[src/rtl/timer_sched_pkg.sv]
// timer_sched_pkg: shared types and default constants for the timer scheduler.
// Holds the per-channel state encoding used by timer_channel and the default
// parameter values used by timer_sched.
package timer_sched_pkg;

   // Channel state: IDLE waits for a start, RUN counts base ticks down.
   typedef enum logic {
      ST_IDLE = 1'b0,
      ST_RUN  = 1'b1
   } ch_state_t;

   // 50 MHz / 50000 gives a 1 kHz base tick.
   localparam int PRESCALE_DEF = 50000;
   localparam int CNT_W_DEF    = 16;
   localparam int NUM_CH_DEF   = 4;

endpackage : timer_sched_pkg

[src/rtl/timer_channel.sv]
// timer_channel: one countdown channel of the timer scheduler.
// Loads a duration on start, decrements on each shared base tick and pulses
// o_done one cycle after the tick that exhausts the count. Cancel aborts
// silently. A zero duration produces an immediate done without going busy.
// Priority: cancel > start > tick.
module timer_channel
   import timer_sched_pkg::*;
#(
   parameter int CNT_W = CNT_W_DEF
)(
   input  logic             clk_in,
   input  logic             rst,
   input  logic             i_tick,
   input  logic             i_start,
   input  logic [CNT_W-1:0] i_dur,
   input  logic             i_cancel,
   output logic             o_busy,
   output logic             o_done
);

   ch_state_t        r_state;
   ch_state_t        w_state_nxt;
   logic [CNT_W-1:0] r_remaining;
   logic [CNT_W-1:0] w_remaining_nxt;
   logic             r_done;
   logic             w_done_nxt;
   logic             w_dur_zero;
   logic             w_last_tick;

   assign w_dur_zero  = (i_dur == '0);
   // Expire at 1 (never decrement below 1), so remaining can never underflow.
   assign w_last_tick = (r_remaining <= CNT_W'(1));

   // State, count and done pulse registers; async reset drops any run silently.
   always_ff @(posedge clk_in or negedge rst) begin
      if (!rst) begin
         r_state     <= ST_IDLE;
         r_remaining <= '0;
         r_done      <= 1'b0;
      end else begin
         r_state     <= w_state_nxt;
         r_remaining <= w_remaining_nxt;
         r_done      <= w_done_nxt;
      end
   end

   // Next-state logic: cancel first, then start (reload), then tick countdown.
   always_comb begin
      w_state_nxt     = r_state;
      w_remaining_nxt = r_remaining;
      w_done_nxt      = 1'b0;
      if (i_cancel) begin
         w_state_nxt     = ST_IDLE;
         w_remaining_nxt = '0;
      end else if (i_start) begin
         if (w_dur_zero) begin
            // Zero-length request completes at once and never shows busy.
            w_state_nxt     = ST_IDLE;
            w_remaining_nxt = '0;
            w_done_nxt      = 1'b1;
         end else begin
            // A start while running discards the old count; no done for it.
            w_state_nxt     = ST_RUN;
            w_remaining_nxt = i_dur;
         end
      end else if ((r_state == ST_RUN) && i_tick) begin
         if (w_last_tick) begin
            w_state_nxt     = ST_IDLE;
            w_remaining_nxt = '0;
            w_done_nxt      = 1'b1;
         end else begin
            w_remaining_nxt = r_remaining - 1'b1;
         end
      end
   end

   // RUN encodes as 1, so busy is the state flop itself.
   assign o_busy = (r_state == ST_RUN);
   assign o_done = r_done;

endmodule : timer_channel

[src/rtl/timer_sched.sv]
// timer_sched: shared-prescaler timer scheduler.
// A free-running prescaler divides clk_in into a one-cycle base tick that is
// shared by NUM_CH independent timer_channel instances. All outputs are flops.
// Optional feature: define TIMER_SCHED_PAUSE_EN to add a 'pause' input that
// freezes the prescaler (and therefore all countdowns) while high.
module timer_sched
   import timer_sched_pkg::*;
#(
   parameter int PRESCALE = PRESCALE_DEF,
   parameter int NUM_CH   = NUM_CH_DEF,
   parameter int CNT_W    = CNT_W_DEF
)(
   input  logic                    clk_in,
   input  logic                    rst,
   input  logic [NUM_CH-1:0]       start,
   input  logic [NUM_CH*CNT_W-1:0] dur,
   input  logic [NUM_CH-1:0]       cancel,
`ifdef TIMER_SCHED_PAUSE_EN
   input  logic                    pause,
`endif
   output logic [NUM_CH-1:0]       busy,
   output logic [NUM_CH-1:0]       done,
   output logic                    tick
);

   localparam int               PRE_W    = $clog2(PRESCALE);
   localparam logic [PRE_W-1:0] PRE_LAST = PRE_W'(PRESCALE - 1);

   logic [PRE_W-1:0] r_pre_cnt;
   logic [PRE_W-1:0] w_pre_nxt;
   logic             r_tick;
   logic             w_tick_nxt;
   logic             w_hold;

`ifdef TIMER_SCHED_PAUSE_EN
   assign w_hold = pause;
`else
   assign w_hold = 1'b0;
`endif

   // Prescaler next count; tick is precomputed so it can come from a flop and
   // be high exactly while the count sits at PRESCALE-1. While held, the count
   // freezes and no new tick is produced; a count frozen at PRESCALE-1 has
   // already issued its tick and simply wraps to 0 on release.
   always_comb begin
      w_pre_nxt = r_pre_cnt;
      if (!w_hold) begin
         w_pre_nxt = (r_pre_cnt == PRE_LAST) ? '0 : (r_pre_cnt + 1'b1);
      end
      w_tick_nxt = (!w_hold) && (w_pre_nxt == PRE_LAST);
   end

   // Free-running prescaler and registered tick, never restarted by channels.
   always_ff @(posedge clk_in or negedge rst) begin
      if (!rst) begin
         r_pre_cnt <= '0;
         r_tick    <= 1'b0;
      end else begin
         r_pre_cnt <= w_pre_nxt;
         r_tick    <= w_tick_nxt;
      end
   end

   assign tick = r_tick;

   for (genvar g = 0; g < NUM_CH; g++) begin : g_ch
      timer_channel #(
         .CNT_W (CNT_W)
      ) u_ch (
         .clk_in   (clk_in),
         .rst      (rst),
         .i_tick   (r_tick),
         .i_start  (start[g]),
         .i_dur    (dur[g*CNT_W +: CNT_W]),
         .i_cancel (cancel[g]),
         .o_busy   (busy[g]),
         .o_done   (done[g])
      );
   end

endmodule : timer_sched

[config.mk]
export PLATFORM = sky130hd
export DESIGN_NAME = timer_sched
export DESIGN_NICKNAME = d
export VERILOG_FILES = /design/src/rtl/timer_sched_pkg.sv /design/src/rtl/timer_channel.sv /design/src/rtl/timer_sched.sv
export SDC_FILE = /design/constraint.sdc
export NUM_CORES = 1
export LEC_CHECK = 0
export BUFFER_PORTS_ARGS = -buffer_cell sky130_fd_sc_hd__buf_2
export CAP_MARGIN = 10
export CORE_MARGIN = 2
export CORE_UTILIZATION = 50
export DETAILED_ROUTE_END_ITERATION = 10
export PLACE_DENSITY = 0.73
export SLEW_MARGIN = 10
export SYNTH_ARGS = -nofsm -noshare
export SYNTH_HDL_FRONTEND = slang
export SYNTH_SLANG_ARGS = --single-unit
[constraint.sdc]
create_clock -name clk_in -period 6 [get_ports clk_in]
set_clock_uncertainty 0.1 [all_clocks]
set_input_delay 1.2 -clock clk_in [delete_from_list [all_inputs] [get_ports clk_in]]
set_output_delay 1.2 -clock clk_in [all_outputs]
set_load 0.005 [all_outputs]
---- Yosys cells after proc, flatten, opt, wreduce, memory -nomap -nowiden ----
Cells that the tools add are included.
storage, ports and cells
  input bits .............................. 74
  word-level logic and storage cells ...... 106
  register bits ........................... 89
  output and inout port bits .............. 9
operators by class
  magnitude comparators ................... 4
  eq/ne operators ......................... 2
  muxes and demuxes ....................... 61
  add/sub/neg operators ................... 5
  reduce and logical (&&, ||, !) cells .... 20
operators by type and width
  kind                     number
  $mux W16                 21
  $le A16 B1 Y1 const B    4
  $logic_not A16 Y1        4
  $sub A16 B1 Y16 const B  4
  $mux W1                  40
  $eq A16 B16 Y1 const B   2
  $reduce_bool A3 Y1       8
  $add A16 B1 Y16 const B  1
  $reduce_and A2 Y1        4
  $logic_and A1 B1 Y1      4

---- Longest topological paths before layout ----
  word-level depth ........................ 5
  gate-level depth with buffers ........... 9
  depth with buffers taken out ............ 8

---- Cells and area by module ----
Synthesis repeated with hierarchy kept, for this count alone.
second synthesis, totals
  cell total of the unflattened synthesis .. 622
  area total of the unflattened synthesis .. 5611.6 um2
by module, submodules not included
  module         area an instance (um2)  sequential area each (um2)  times used  cells an instance
  timer_channel  1168.6                  450.4                       4           133
  timer_sched    937.1                   425.4                       1           90

---- Worst setup path after synthesis ----
Ideal clock, no wire load.
  path type ............................... input to register
  start point ............................. in start[3]
  end point ............................... reg g_ch[3].u_ch.r_remaining[8]
  library setup time ...................... 78 ps
  data required time ...................... 5822 ps
  path buffers ............................ 3
  arrival time ............................ 2327 ps
  setup slack ............................. 3495 ps
  stages .................................. 6
  path through ............................ buf_2 > a21oi_1 > clkbuf_1 > clkbuf_1 > a22oi_1 > a21oi_1
between the ends
  cells in the longest elaborated chain, start to end .. 2
  elaborated cells on any way between the ends .. 3
  those cells by class .................... mux: 2; reduce/logical: 1
RTL lines
  element               line                 source
  from (decl)           timer_sched.sv:15    input logic [NUM_CH-1:0] start,
  $mux W16              timer_channel.sv:55  end else if (i_start) begin
  $mux W16              timer_channel.sv:52  if (i_cancel) begin
  to (signal assigned)  timer_channel.sv:42  r_remaining <= w_remaining_nxt;
  to (decl)             timer_channel.sv:23  logic [CNT_W-1:0] r_remaining;
Parallel ways exist; a longest one is shown, timed or not.
A chain may end at the register's enable or synchronous reset.

---- Final worst setup path ----
  start point ............................. reg g_ch[3].u_ch.r_remaining[2]
  end point ............................... reg g_ch[3].u_ch.r_remaining[2]
between the ends
  cells in the longest elaborated chain, start to end .. 5
  elaborated cells on any way between the ends .. 6
  those cells by class .................... add/sub: 1; order compare: 1; mux: 4
RTL lines
  element                                           line                                      source
  $sub A16 B1 Y16 or $le A16 B1 Y1 (tied branches)  timer_channel.sv:72, timer_channel.sv:32
  $mux W16 (*)                                      timer_channel.sv:67                       if (w_last_tick) begin
  $mux W16 (*)                                      timer_channel.sv:66                       end else if ((r_state == ST_RUN) && i_tick) begin
  $mux W16 (*)                                      timer_channel.sv:55
  $mux W16 (*)                                      timer_channel.sv:52
Mark *: on every way between the ends. The rest lies on a longest branch, timed or not. The select of a mux whose other input is x is not followed.

==> impl_metrics.csv <==
group,metric,value,unit
outcome,run_status,"finished clean",
routing,wl_per_cell,17.03,um
cells_and_area,mostFrequentLayoutCell,"dfrtp_1",
critical_path,slowest_delay,0.80,ns
sta,fmax,345.1,MHz
cells_and_area,final_cell_mix,"dfrtp_1, nor2_1, buf_2",
flow_run,cap_violations,0,
global_routing,grt_pass1_wl,23.83,mm
clock_tree,ctsResizeCount,0,
sta,rsz0062_at_grt,"false",
synth,synth.cell_area,5549,um2
synth,syn_nets,733,
critical_path,critPathRequiredTime,6.16,ns
routing,ant_nets,0,
floorplan,die_w,109.3,um
critical_path,critPathKind,"flop to flop",
critical_path,rr_endpoint,"g_ch[3].u_ch.r_remaining[2]",
pwr,p_total,0.001438,W
synth,avgSynthCellArea,8.537,um2
critical_path,worstPathArrival,3.06,ns
cells_and_area,fillerInstances,995,
critical_path,crit_path_cell_trace,"nor4_1 -> nand4_1 -> o41ai_4 -> nor4b_1 -> a221oi_1 -> nor2_1",
critical_path,reg2regPathDepth,6,
routing,via_per_inst,6.332,
synth,seq_area_frac_synth,0.4014,
clock_tree,cts_inserted_buffers,9,
cells_and_area,synthToLayoutAreaGrowth,11.21,%
global_routing,grt-ovfl-total,0,
place,place.port_buffers,82,
sta,max_slew.worst_pin.slew,1.196,ns
place,place_area,5969,um2
cells_and_area,multi_input_area,3042,um2
clock_tree,clk_pin_slew,0.10,ns
sta,min_period,2.897,ns
clock_tree,cts.sinks,89,
critical_path,worst_setup_path_start_kind,"flop",
critical_path,crit_path_end,"g_ch[3].u_ch.r_remaining[2]",
critical_path,cp-end-kind,"flop",
routing,wl,14.51,mm
routing,firstDrtPassIters,9,
cells_and_area,design_area,6171,um2
place,place.gp.congestion,0.9183,
global_routing,grt_max_degree,63,
critical_path,reg2reg_from,"g_ch[3].u_ch.r_remaining[2]",
clock_tree,ctsHoldBuffers,0,
floorplan,dieArea,11960,um2
floorplan,core_area,10840,um2
global_routing,grt_pass1_vias,5064,
clock_tree,cts_root_buffer,"clkbuf_8",
clock_tree,h-tree-depth,3,
sta,setup_violations,0,
floorplan,num_rows,38,
clock_tree,cts_tree,"done",
worst_hold_path,hold_class,"flop to flop",
global_routing,track_usage,0.2513,
cells_and_area,seq_area,2227,um2
global_routing,antenna_found_initial,1,
critical_path,rrSetupSlack,3.10,ns
place,hpwl,10.28,mm
synth,synth_seq_cells,89,
sta,finalSetupTns,0,ns
clock_tree,clkLatencyLatePin,0.38,ns
floorplan,start_util,0.5119,
sta,hold_viol_final,0,
synth,synth_edf_count,0,
routing,num_vias,5395,
clock_tree,postCtsSetupBuffers,0,
synth,yosys_warnings,0,
pwr,p_leak,2.693,nW
routing,drc,0,
cells_and_area,layout-drive-gt1-share,0.1632,
synth,ys.flop_type,"dfrtp_1",
routing,initialDrtViolationCount,497,
pwr,power_density,233.0,nW/um2
sta,period_share,0.4829,
sta,maxSlewViolCount,0,
pwr,max-vdd-ir-drop,0.1728,mV
floorplan,io_pins,83,
floorplan,die_h,109.3,um
synth,async_flop_share,1.000,
cells_and_area,nets,789,
sta,relSlewSlack,0.1951,
critical_path,cp_max_fo,8,
critical_path,crit_start,"g_ch[3].u_ch.r_remaining[2]",
cells_and_area,final_util,0.5693,
synth,yosysUniqueCellTypes,64,
critical_path,cpMaxStageDelayCell,"nor4_1",
clock_tree,cts_buffer_depth,2,
synth,netlist_instances,650,
[state kept, by name (all words and copies together) (netlist names)]
register               count
tick                       1
g_ch.u_ch.r_remaining     64
g_ch.u_ch.o_busy           4
g_ch.u_ch.o_done           4
r_pre_cnt                 16
[worst max-delay path, delay by kind of cell, from the launching register on]
kind	cells	cell delay [ns]
simple gates	4	1.40
flops	1	0.45
compound gates	2	0.83
[layout make-up]
class	instances	share of cell area
repair buffers	86	0.07178
diodes	1	0.0004055
well taps	140	0.02839
multi-input cells	498	0.4929
clock inverters	7	0.01217
clock buffers	9	0.02007
inverters	22	0.01338
flip-flops and latches	89	0.3609
[metal layers]
metal | routed length, um | vias up | share of wire | GRT usage
met5 | 0 | - | 0 | 0
met4 | 370 | 0 | 0.025 | 0.1248
met3 | 1019 | 31 | 0.070 | 0.04209
met2 | 6730 | 234 | 0.46 | 0.3924
met1 | 6391 | 2591 | 0.44 | 0.3387
li1 | - | 2539 | - | -
[synthesized netlist by cell type (all sizes together) (3+ instances only)]
master / count / share of area
dfrtp: 89 / 0.40
nor2: 87 / 0.059
nor3: 54 / 0.049
nand2: 48 / 0.032
nor4: 37 / 0.044
a21oi: 32 / 0.029
a221oi: 28 / 0.044
o21ai: 28 / 0.025
clkbuf: 26 / 0.018
inv: 21 / 0.014
xnor2: 21 / 0.033
nand3: 18 / 0.016
xor2: 17 / 0.027
buf: 15 / 0.018
a22oi: 9 / 0.012
ha: 9 / 0.020
a31oi: 8 / 0.0090
nand4: 8 / 0.0090
o22ai: 7 / 0.0079
and3: 6 / 0.0070
or4: 6 / 0.0088
a32oi: 5 / 0.0079
nand3b: 5 / 0.0068
nor2b: 5 / 0.0056
or3: 5 / 0.0056
a222oi: 4 / 0.0072
a41oi: 4 / 0.0077
nand2b: 4 / 0.0045
o41ai: 4 / 0.0097
or2: 4 / 0.0050
a211oi: 3 / 0.0041
o211ai: 3 / 0.0041
o32ai: 3 / 0.0047
[where the power goes]
group          leakage [nW]  internal, W  switching (W)
clock network         0.105     0.000197       0.000235
logic                  1.42     0.000130       0.000195
registers              1.17     0.000636      0.0000459
total                  2.69     0.000963       0.000475
[stage by stage]
step / setup WS [ns] / hold WS (ns) / instances
2_1_floorplan: 3.495 / 0.3551 / 650
3_3_place_gp: 2.995 / 0.3812 / 835
3_5_place_dp: 2.996 / 0.3881 / 835
4_1_cts: 3.151 / 0.4026 / 851
5_1_grt: 2.936 / 0.4275 / 851
6_report: 3.103 / 0.3956 / 852
[kinds of logic (layout without fill, tap and decap cells)]
family | Yosys count | after routing | synth area share
AND/OR/NAND/NOR | 297 | 297 | 0.2676
buffers and inverters | 63 | 124 | 0.05051
XOR/XNOR | 38 | 38 | 0.05998
other | 0 | 1 | 0
flip-flops | 89 | 89 | 0.4014
multiplexers | 2 | 2 | 0.003608
AO/OA/AOI/OAI | 152 | 152 | 0.1966
adder cells (fa/ha/maj) | 9 | 9 | 0.02029
[worst min-delay path by stage]
stage	startpoint	to	slack (ns)	cells after the start
floorplan	r_pre_cnt[5]	r_pre_cnt[5]	0.36	1
global placement	r_pre_cnt[5]	r_pre_cnt[5]	0.38	1
detailed placement	r_pre_cnt[5]	r_pre_cnt[5]	0.39	1
CTS	r_pre_cnt[5]	r_pre_cnt[5]	0.40	1
global route	r_pre_cnt[5]	r_pre_cnt[5]	0.43	1
finish	r_pre_cnt[5]	r_pre_cnt[5]	0.40	1
(Power assumes the default switching activity.)
